**config.mk**
```make
export PLATFORM = sky130hd
export DESIGN_NAME = tft_fill_engine
export DESIGN_NICKNAME = d
export VERILOG_FILES = /design/src/rtl/tft_fill_engine.sv
export SDC_FILE = /design/constraint.sdc
export NUM_CORES = 1
export LEC_CHECK = 0
export BUFFER_PORTS_ARGS = -buffer_cell sky130_fd_sc_hd__clkbuf_2
export CORE_MARGIN = 2
export CORE_UTILIZATION = 40
export CTS_CLUSTER_DIAMETER = 150
export CTS_CLUSTER_SIZE = 30
export DETAILED_ROUTE_END_ITERATION = 8
export GPL_TIMING_DRIVEN = 0
export PLACE_DENSITY = 0.53
export REMOVE_ABC_BUFFERS = 1
export SLEW_MARGIN = 20
export SYNTH_ARGS = -nofsm -noshare
export SYNTH_HDL_FRONTEND = slang
export SYNTH_SLANG_ARGS = --single-unit
```
**constraint.sdc**
```tcl
create_clock -name csi_clk -period 19.7 [get_ports csi_clk]
set_input_delay 2.955 -clock csi_clk [delete_from_list [all_inputs] [get_ports csi_clk]]
set_output_delay 2.955 -clock csi_clk [all_outputs]
set_load 0.005 [all_outputs]
```
**src/rtl/tft_fill_engine.sv**
```systemverilog
// Rectangle-fill accelerator for the TFT path. Takes a window and a colour
// through a small CSR slave, then masters the LCD slave with the column/row/
// memory-write setup words followed by one colour word per pixel.
module tft_fill_engine #(
  parameter int          WR_LOW  = 2,
  parameter int          WR_HIGH = 2,
  parameter logic [15:0] CMD_COL = 16'h002A,
  parameter logic [15:0] CMD_ROW = 16'h002B,
  parameter logic [15:0] CMD_MEM = 16'h002C,
  parameter int          CW      = 18
) (
  input  logic        csi_clk,
  input  logic        csi_reset,
  input  logic        avs_chipselect_n,
  input  logic [2:0]  avs_address,
  input  logic        avs_write_n,
  input  logic [15:0] avs_writedata,
  output logic [15:0] avs_readdata,
  output logic        avm_chipselect_n,
  output logic        avm_write_n,
  output logic [1:0]  avm_address,
  output logic [15:0] avm_writedata,
  output logic        eng_busy,
  output logic        irq
);

  typedef enum logic [2:0] {S_IDLE, S_LOW, S_HOLD, S_GAP, S_FIN} state_t;

  localparam logic [3:0] LOW_LOAD  = 4'(WR_LOW - 1);
  localparam logic [3:0] HIGH_LOAD = 4'(WR_HIGH - 1);
  localparam logic [3:0] PIX_IDX   = 4'd11;

  state_t          state;
  logic [15:0]     x0, x1, y0, y1, color;
  logic            irq_en, done, err, abort_pend;
  logic [3:0]      word_idx;
  logic [3:0]      phase_cnt;
  logic [CW-1:0]   pix_cnt;

  logic            csr_wr, ctrl_wr, start_req, clr_req, abort_req;
  logic            busy, window_bad, last_word;
  logic [CW-1:0]   dx, dy, npix;
  logic [3:0]      nxt_idx;
  logic [1:0]      nxt_addr;
  logic [15:0]     nxt_data;

  assign csr_wr     = !avs_chipselect_n && !avs_write_n;
  assign ctrl_wr    = csr_wr && (avs_address == 3'd5);
  assign start_req  = ctrl_wr && avs_writedata[0];
  assign clr_req    = ctrl_wr && avs_writedata[1];
  assign abort_req  = ctrl_wr && avs_writedata[2];
  assign busy       = (state != S_IDLE);
  assign window_bad = (x1 < x0) || (y1 < y0);

  // Pixel count is computed modulo 2^CW, which equals truncating the full product
  assign dx   = {{(CW-16){1'b0}}, x1} - {{(CW-16){1'b0}}, x0} + CW'(1);
  assign dy   = {{(CW-16){1'b0}}, y1} - {{(CW-16){1'b0}}, y0} + CW'(1);
  assign npix = dx * dy;

  // Word 10 ends the setup; with zero pixels it is the last word of the fill
  assign last_word = ((word_idx == 4'd10) && (pix_cnt == '0)) ||
                     ((word_idx == PIX_IDX) && (pix_cnt == CW'(1)));
  assign nxt_idx   = (word_idx == PIX_IDX) ? PIX_IDX : word_idx + 4'd1;

  assign eng_busy = busy;
  assign irq      = done & irq_en;

  // Payload of the word that follows the current one
  always_comb begin
    nxt_addr = 2'b11;
    nxt_data = color;
    case (nxt_idx)
      4'd1:    nxt_data = {8'h00, x0[15:8]};
      4'd2:    nxt_data = {8'h00, x0[7:0]};
      4'd3:    nxt_data = {8'h00, x1[15:8]};
      4'd4:    nxt_data = {8'h00, x1[7:0]};
      4'd5:    begin nxt_addr = 2'b10; nxt_data = CMD_ROW; end
      4'd6:    nxt_data = {8'h00, y0[15:8]};
      4'd7:    nxt_data = {8'h00, y0[7:0]};
      4'd8:    nxt_data = {8'h00, y1[15:8]};
      4'd9:    nxt_data = {8'h00, y1[7:0]};
      4'd10:   begin nxt_addr = 2'b10; nxt_data = CMD_MEM; end
      default: nxt_data = color;
    endcase
  end

  // CSR read mux, combinational from address
  always_comb begin
    avs_readdata = 16'h0000;
    case (avs_address)
      3'd0:    avs_readdata = x0;
      3'd1:    avs_readdata = x1;
      3'd2:    avs_readdata = y0;
      3'd3:    avs_readdata = y1;
      3'd4:    avs_readdata = color;
      3'd5:    avs_readdata = {12'h000, irq_en, err, done, busy};
      default: avs_readdata = 16'h0000;
    endcase
  end

  // CSR storage, control strobes and the word-sequencing FSM with registered bus outputs
  always_ff @(posedge csi_clk) begin
    if (csi_reset) begin
      state            <= S_IDLE;
      x0               <= '0;
      x1               <= '0;
      y0               <= '0;
      y1               <= '0;
      color            <= '0;
      irq_en           <= 1'b0;
      done             <= 1'b0;
      err              <= 1'b0;
      abort_pend       <= 1'b0;
      word_idx         <= '0;
      phase_cnt        <= '0;
      pix_cnt          <= '0;
      avm_chipselect_n <= 1'b1;
      avm_write_n      <= 1'b1;
      avm_address      <= 2'b00;
      avm_writedata    <= 16'h0000;
    end else begin
      if (csr_wr && !busy) begin
        case (avs_address)
          3'd0:    x0    <= avs_writedata;
          3'd1:    x1    <= avs_writedata;
          3'd2:    y0    <= avs_writedata;
          3'd3:    y1    <= avs_writedata;
          3'd4:    color <= avs_writedata;
          default: ;
        endcase
      end
      if (ctrl_wr) irq_en <= avs_writedata[3];
      if (clr_req) done <= 1'b0;
      if (abort_req && busy && (state != S_FIN)) abort_pend <= 1'b1;

      case (state)
        S_IDLE: begin
          abort_pend <= 1'b0;
          if (start_req) begin
            done <= 1'b0;
            err  <= 1'b0;
            if (window_bad) begin
              err  <= 1'b1;
              done <= 1'b1;
            end else begin
              pix_cnt          <= npix;
              word_idx         <= 4'd0;
              phase_cnt        <= LOW_LOAD;
              state            <= S_LOW;
              avm_chipselect_n <= 1'b0;
              avm_write_n      <= 1'b0;
              avm_address      <= 2'b10;
              avm_writedata    <= CMD_COL;
            end
          end
        end
        S_LOW: begin
          if (phase_cnt == 4'd0) begin
            state       <= S_HOLD;
            avm_write_n <= 1'b1;
          end else begin
            phase_cnt <= phase_cnt - 4'd1;
          end
        end
        S_HOLD: begin
          state            <= S_GAP;
          avm_chipselect_n <= 1'b1;
          phase_cnt        <= HIGH_LOAD;
        end
        S_GAP: begin
          if (phase_cnt != 4'd0) begin
            phase_cnt <= phase_cnt - 4'd1;
          end else if (abort_pend || abort_req) begin
            state      <= S_IDLE;
            abort_pend <= 1'b0;
          end else if (last_word) begin
            state <= S_FIN;
            done  <= 1'b1;
          end else begin
            if (word_idx == PIX_IDX) pix_cnt <= pix_cnt - CW'(1);
            word_idx         <= nxt_idx;
            phase_cnt        <= LOW_LOAD;
            state            <= S_LOW;
            avm_chipselect_n <= 1'b0;
            avm_write_n      <= 1'b0;
            avm_address      <= nxt_addr;
            avm_writedata    <= nxt_data;
          end
        end
        S_FIN: begin
          state <= S_IDLE;
        end
        default: state <= S_IDLE;
      endcase
    end
  end

endmodule

```
# After elaboration in Yosys (flattened, before gate mapping)

Cells that the tools add are included.

Mux-type cells: 62
Magnitude comparators: 2
Shifts and indexed selects: 0
Equality and inequality tests: 32
Div/mod/pow operators: 0
$mul: 1
Reductions and logical operators: 39
Add/subtract/negate cells: 7
Bitwise logic cells: 1

Operators with widths:

| kind                  | count |
|---|---|
| $pmux 16 s10          | 1 |
| $mux 18               | 6 |
| $pmux 16 s6           | 1 |
| $mux 16               | 5 |
| $mux 4                | 12 |
| $add 17x2->18 const B | 2 |
| $pmux 18 s2           | 1 |
| $sub 16x16->17        | 2 |
| $lt 16x16->1          | 2 |
| $pmux 16 s2           | 1 |
| $eq 4x4->1 const B    | 5 |
| $eq 18x1->1 const B   | 1 |
| $logic_not 18->1      | 1 |
| $mul 18x18->18        | 1 |
| $mux 3                | 6 |
| $reduce_and 6->1      | 3 |
| $sub 18x1->18 const B | 1 |
| $eq 4x3->1 const B    | 4 |
| $mux 1                | 16 |
| $ne 2x2->1 const B    | 8 |
| $pmux 4 s4            | 1 |
| $reduce_and 7->1      | 2 |
| $eq 3x2->1 const B    | 4 |
| $pmux 3 s4            | 1 |
| other kinds (24)      | 57 |

Latch bits: 0
Bits in read-only memories: 0
Input port bits: 23
Memories: 0
RAM bits: 0
Output and inout bits: 38
Bits in registers: 133

# Depth between registers and ports, before layout

Depth after elaboration: 10
Mapped depth: 35
Mapped depth without buffers: 35

# Least setup slack after synthesis

Ideal clock, no wire load.

Path type: register to register
From: reg x1[0]
To: reg pix_cnt[17]
Setup time: 0.076 ns
Arrival: 8.318 ns
Stages on the path, launching flop included: 32
Buffers on the path: 2
Required time: 19.624 ns
Setup slack: 11.307 ns
Cell sequence: dfxtp_1 > inv_1 > ha_1 > clkbuf_1 > inv_1 > clkbuf_1 > ha_1 > nand4b_1 > nor4b_4 > nand4bb_2 > a2111o_1 > xnor2_2 > nor2_1 > fa_1 > inv_1 > fa_1 > fa_1 > fa_1 > inv_1 > fa_1 > inv_1 > fa_1 > inv_1 > ha_1 > o21ai_0 > a21oi_1 > o41ai_1 > xnor2_2 > xnor3_1 > xor3_1 > xnor3_1 > o22ai_1

Cells in the longest elaborated chain, start to end: 6
Elaborated cells between the ends (all ways): 10
Those cells by class: add/sub (2); mul (1); order compare (1); eq/ne (1); mux (3); reduce/logical (2)

Ends and longest elaborated chain:

| what                     | RTL line | RTL |
|---|---|---|
| start: declaration       | 34       | `logic [15:0] x0, x1, y0, y1, color;` |
| start signal: assignment | 125      | `3'd1: x1 <= avs_writedata;` |
| $sub 16x16->17           | 56       | `assign dx = {{(CW-16){1'b0}}, x1} - {{(CW-16){1'b0}}, x0} + CW'(1);` |
| $add 17x2->18            | 56       |  |
| $mul 18x18->18           | 58       | `assign npix = dx * dy;` |
| $mux 18                  | 142      | `if (window_bad) begin` |
| $mux 18                  | 139      | `if (start_req) begin` |
| $pmux 18 s2              | 136      | `case (state)` |
| end signal: assignment   | 146      | `pix_cnt <= npix;` |
| end signal: assignment   | 180      | `if (word_idx == PIX_IDX) pix_cnt <= pix_cnt - CW'(1);` |
| end: declaration         | 38       | `logic [CW-1:0] pix_cnt;` |

Parallel ways exist; a longest one is shown, timed or not. The select of a mux whose other input is x is not followed.
A chain may end at the register's enable or synchronous reset.

# Worst setup path after layout

Same ends and word-level chain as after synthesis.

==> results.py <==
metrics = {
    "sta": {
        "finalHoldViolCount": 0,
        "total_negative_setup_slack_ps": 0,
        "slew_violations": 0,
        "unrepaired_setup_endpoints_after_global_routing": "false",
        "transition_at_the_pin_with_the_smallest_max_transition_slack_ps": 1180,
        "min_period_over_period_pct": 50.5,
        "clock_skew_ps": 19.3,
        "achievable-frequency_mhz": 101,
        "timing.slew.headroom_pct": 21.5,
        "worst_slack_ps": 9750,
        "timing.final.setup_violations": 0,
        "post-route-min-period_ps": 9950,
    },
    "logic_synthesis": {
        "yosysTopAreaCell": "dfxtp_1",
        "post_synth_num_cell_types": 99,
        "ys_warn_count": 0,
        "post-synth-top-area-fraction_pct": 18.8,
        "synth.cells.most_frequent": "nand2_1, inv_1, nor2_1",
        "synth.area.top_cells": "dfxtp_1, fa_1, ha_1",
        "synth-seq-cells": 133,
        "ys_async_rst_share_pct": 0,
        "number_of_cells_produced_by_synthesis": 1836,
        "synth_ff_type": "dfxtp_1",
        "synth.yosys.seq_area_share_pct": 18.8,
        "synth.avg_cell_area_um2": 7.73,
        "yosysMostFrequentCell": "nand2_1",
        "synth_enable_flop_cells": 0,
        "synth.cell_area_mm2": 0.0142,
    },
    "critical_path": {
        "r2r.worst_path.cells": 29,
        "cp_data_required_time_ps": 20050,
        "worst_r2r_startpoint": "x1[0]",
        "cp_slowest_cell": "o41ai_1",
        "r2r_end": "pix_cnt[17]",
        "critPathLaunchType": "register",
        "crit_path_start": "x1[0]",
        "cp.arrival_ps": 10300,
        "largest_fanout_on_the_critical_path": 12,
        "worst_path_largest_cell_delay_ps": 750,
        "reg_to_reg_slack_setup_ps": 9750,
        "critPathCaptureType": "register",
        "critPathKind": "reg2reg",
    },
    "floorplanning": {
        "design.die.area_mm2": 0.0370,
        "placementRows": 68,
        "io-pin-count": 61,
        "die_x_um": 192,
        "initial_core_util_pct": 40.9,
        "die_span_y_um": 192,
        "core-area_mm2": 0.0347,
    },
    "global_route": {
        "grt_remaining_overflow": 0,
        "antenna_found_initial": 0,
        "global_route_wire_length_before_repair_um": 68700,
        "first_global_vias": 12421,
        "grt_use_total_pct": 23.9,
        "grt_start_max_net_pins": 69,
    },
    "detailed_routing": {
        "antenna_left": 0,
        "firstDrtPassIters": 6,
        "drt-met1-wl_um": 19200,
        "wl_met2_um": 19700,
        "wl_per_cell_um": 18.5,
        "violation_count_after_the_first_detailed_route_iteration": 1014,
        "detailroute.via_count": 12700,
        "wirelength_um": 42800,
        "drc": 0,
        "top_layer_used": "met4",
        "met3WireLength_um": 2310,
        "drt-vias-per-instance": 5.49,
    },
    "power": {
        "peakVddDrop_v": 0.000112,
        "cellPowerDensity_mw_per_mm2": 80.5,
        "standby_leakage_power_nw": 6.36,
    },
    "clock_tree": {
        "hold_bufs_inserted_after_cts": 0,
        "tritoncts_num_sinks": 133,
        "clock_tree_root_buffer_cell": "clkbuf_16",
        "cts.repair.resized": 0,
        "post_cts.repair.setup_buffers": 0,
        "ctsLongestPathBuffers": 2,
        "tritoncts": "done",
        "worst_skew_pair_latency_ps": 440,
        "clkSlewWorstSetupHoldPaths_ps": 60,
        "cts-buffers-inserted": 17,
        "cts-htree-levels": 4,
    },
    "min_path": {
        "min-delay-start": "avm_writedata[11]",
        "hold_path_cell_cnt": 2,
        "path_category_of_the_worst_min_delay_check": "reg2reg",
        "worstHoldEndpoint": "avm_writedata[11]",
    },
    "final_layout": {
        "area_growth_syn_to_layout_pct": 9.54,
        "post_route_cells_drive_above_1_share_pct": 8.77,
        "diodes": 0,
        "final_nets": 2076,
    },
    "job": {
        "maxCapViolations": 0,
    },
    "placement": {
        "globalplace.congestion": 0.919,
        "port_buffers": 60,
        "place.detailed.hpwl_um": 33200,
        "detailedPlace.worstSlack_ps": 9490,
    },
    "status": {
        "status": "finished clean",
    },
}
## worst max-delay path by stage
stage and to:
2_1_floorplan pix_cnt[17], 3_3_place_gp pix_cnt[17], 3_5_place_dp pix_cnt[17], 4_1_cts pix_cnt[17], 5_1_grt pix_cnt[17], 6_report pix_cnt[17]
## placed cells by master (no fill, tap or decap), drive strengths merged, types with 29 or more instances in the layout
cell,n
clkbuf,77
a21oi,163
dfxtp,133
xnor2,62
nand3,41
fa,111
inv,234
mux2i,31
o21ai,65
and2,30
nand2,284
ha,95
nor2,178
xor2,29
## through the flow
stage	std cells	utilization [%]	hold WS (ps)	power (mW)	instance area [um2]
after global routing	2314	44.8	477	1.35	15600
final	2314	44.8	457	1.25	15600
after global placement	2274	42.5	439	0.915	14800
after CTS	2314	44.7	459	1.27	15500
after detailed placement	2283	43.0	444	0.921	14900
after floorplan	1759	-	436	0.742	13900
## critical path: cells and delay by family (launching register included)
family	cells	cell delay [ps]
compound gates	5	1660
xor+xnor	5	1760
fa+ha+maj	9	4150
buf+inv	6	820
flops	1	400
simple gates	4	1040
## routing by layer
layer / vias to the layer above / global-route usage [%]
met3: 74 / 3.04
met5: - / 0
met1: 6053 / 32.4
met4: 0 / 8.66
li1: 6143 / -
met2: 430 / 39.0
## state kept, by name, indices dropped and copies added, names as in the netlist
| register | cells |
|---|---|
| avm_writedata | 16 |
| phase_cnt | 4 |
| avm_write_n | 1 |
| avm_chipselect_n | 1 |
| done | 1 |
| y1 | 16 |
| pix_cnt | 18 |
| state | 3 |
| x1 | 16 |
| err | 1 |
| y0 | 16 |
| irq_en | 1 |
| abort_pend | 1 |
| avm_address | 2 |
| color | 16 |
| word_idx | 4 |
| x0 | 16 |
## kinds of logic after synthesis
group / share of synthesized area, %
simple gates: 22.3
compound gates: 16.7
buf+inv: 8.14
fa+ha+maj: 24.0
flops: 18.8
xor+xnor: 6.73
mux: 3.30
## final cells by class
| cell class | count | area, um2 |
|---|---|---|
| clock inverter | 14 | 191 |
| tap | 455 | 569 |
| timing repair buffer | 69 | 420 |
| clock buffer | 17 | 425 |
| sequential | 133 | 2660 |
| multi-input combinational | 1398 | 10400 |
| fill | 3552 | 19200 |
| inverter | 228 | 856 |
## where the power goes
group	internal [mW]	leakage, nW	switching (mW)
registers	0.276	1.07	0.00869
clock network	0.203	0.297	0.143
logic	0.255	4.99	0.366
total	0.734	6.36	0.518
(Power assumes the default switching activity.)
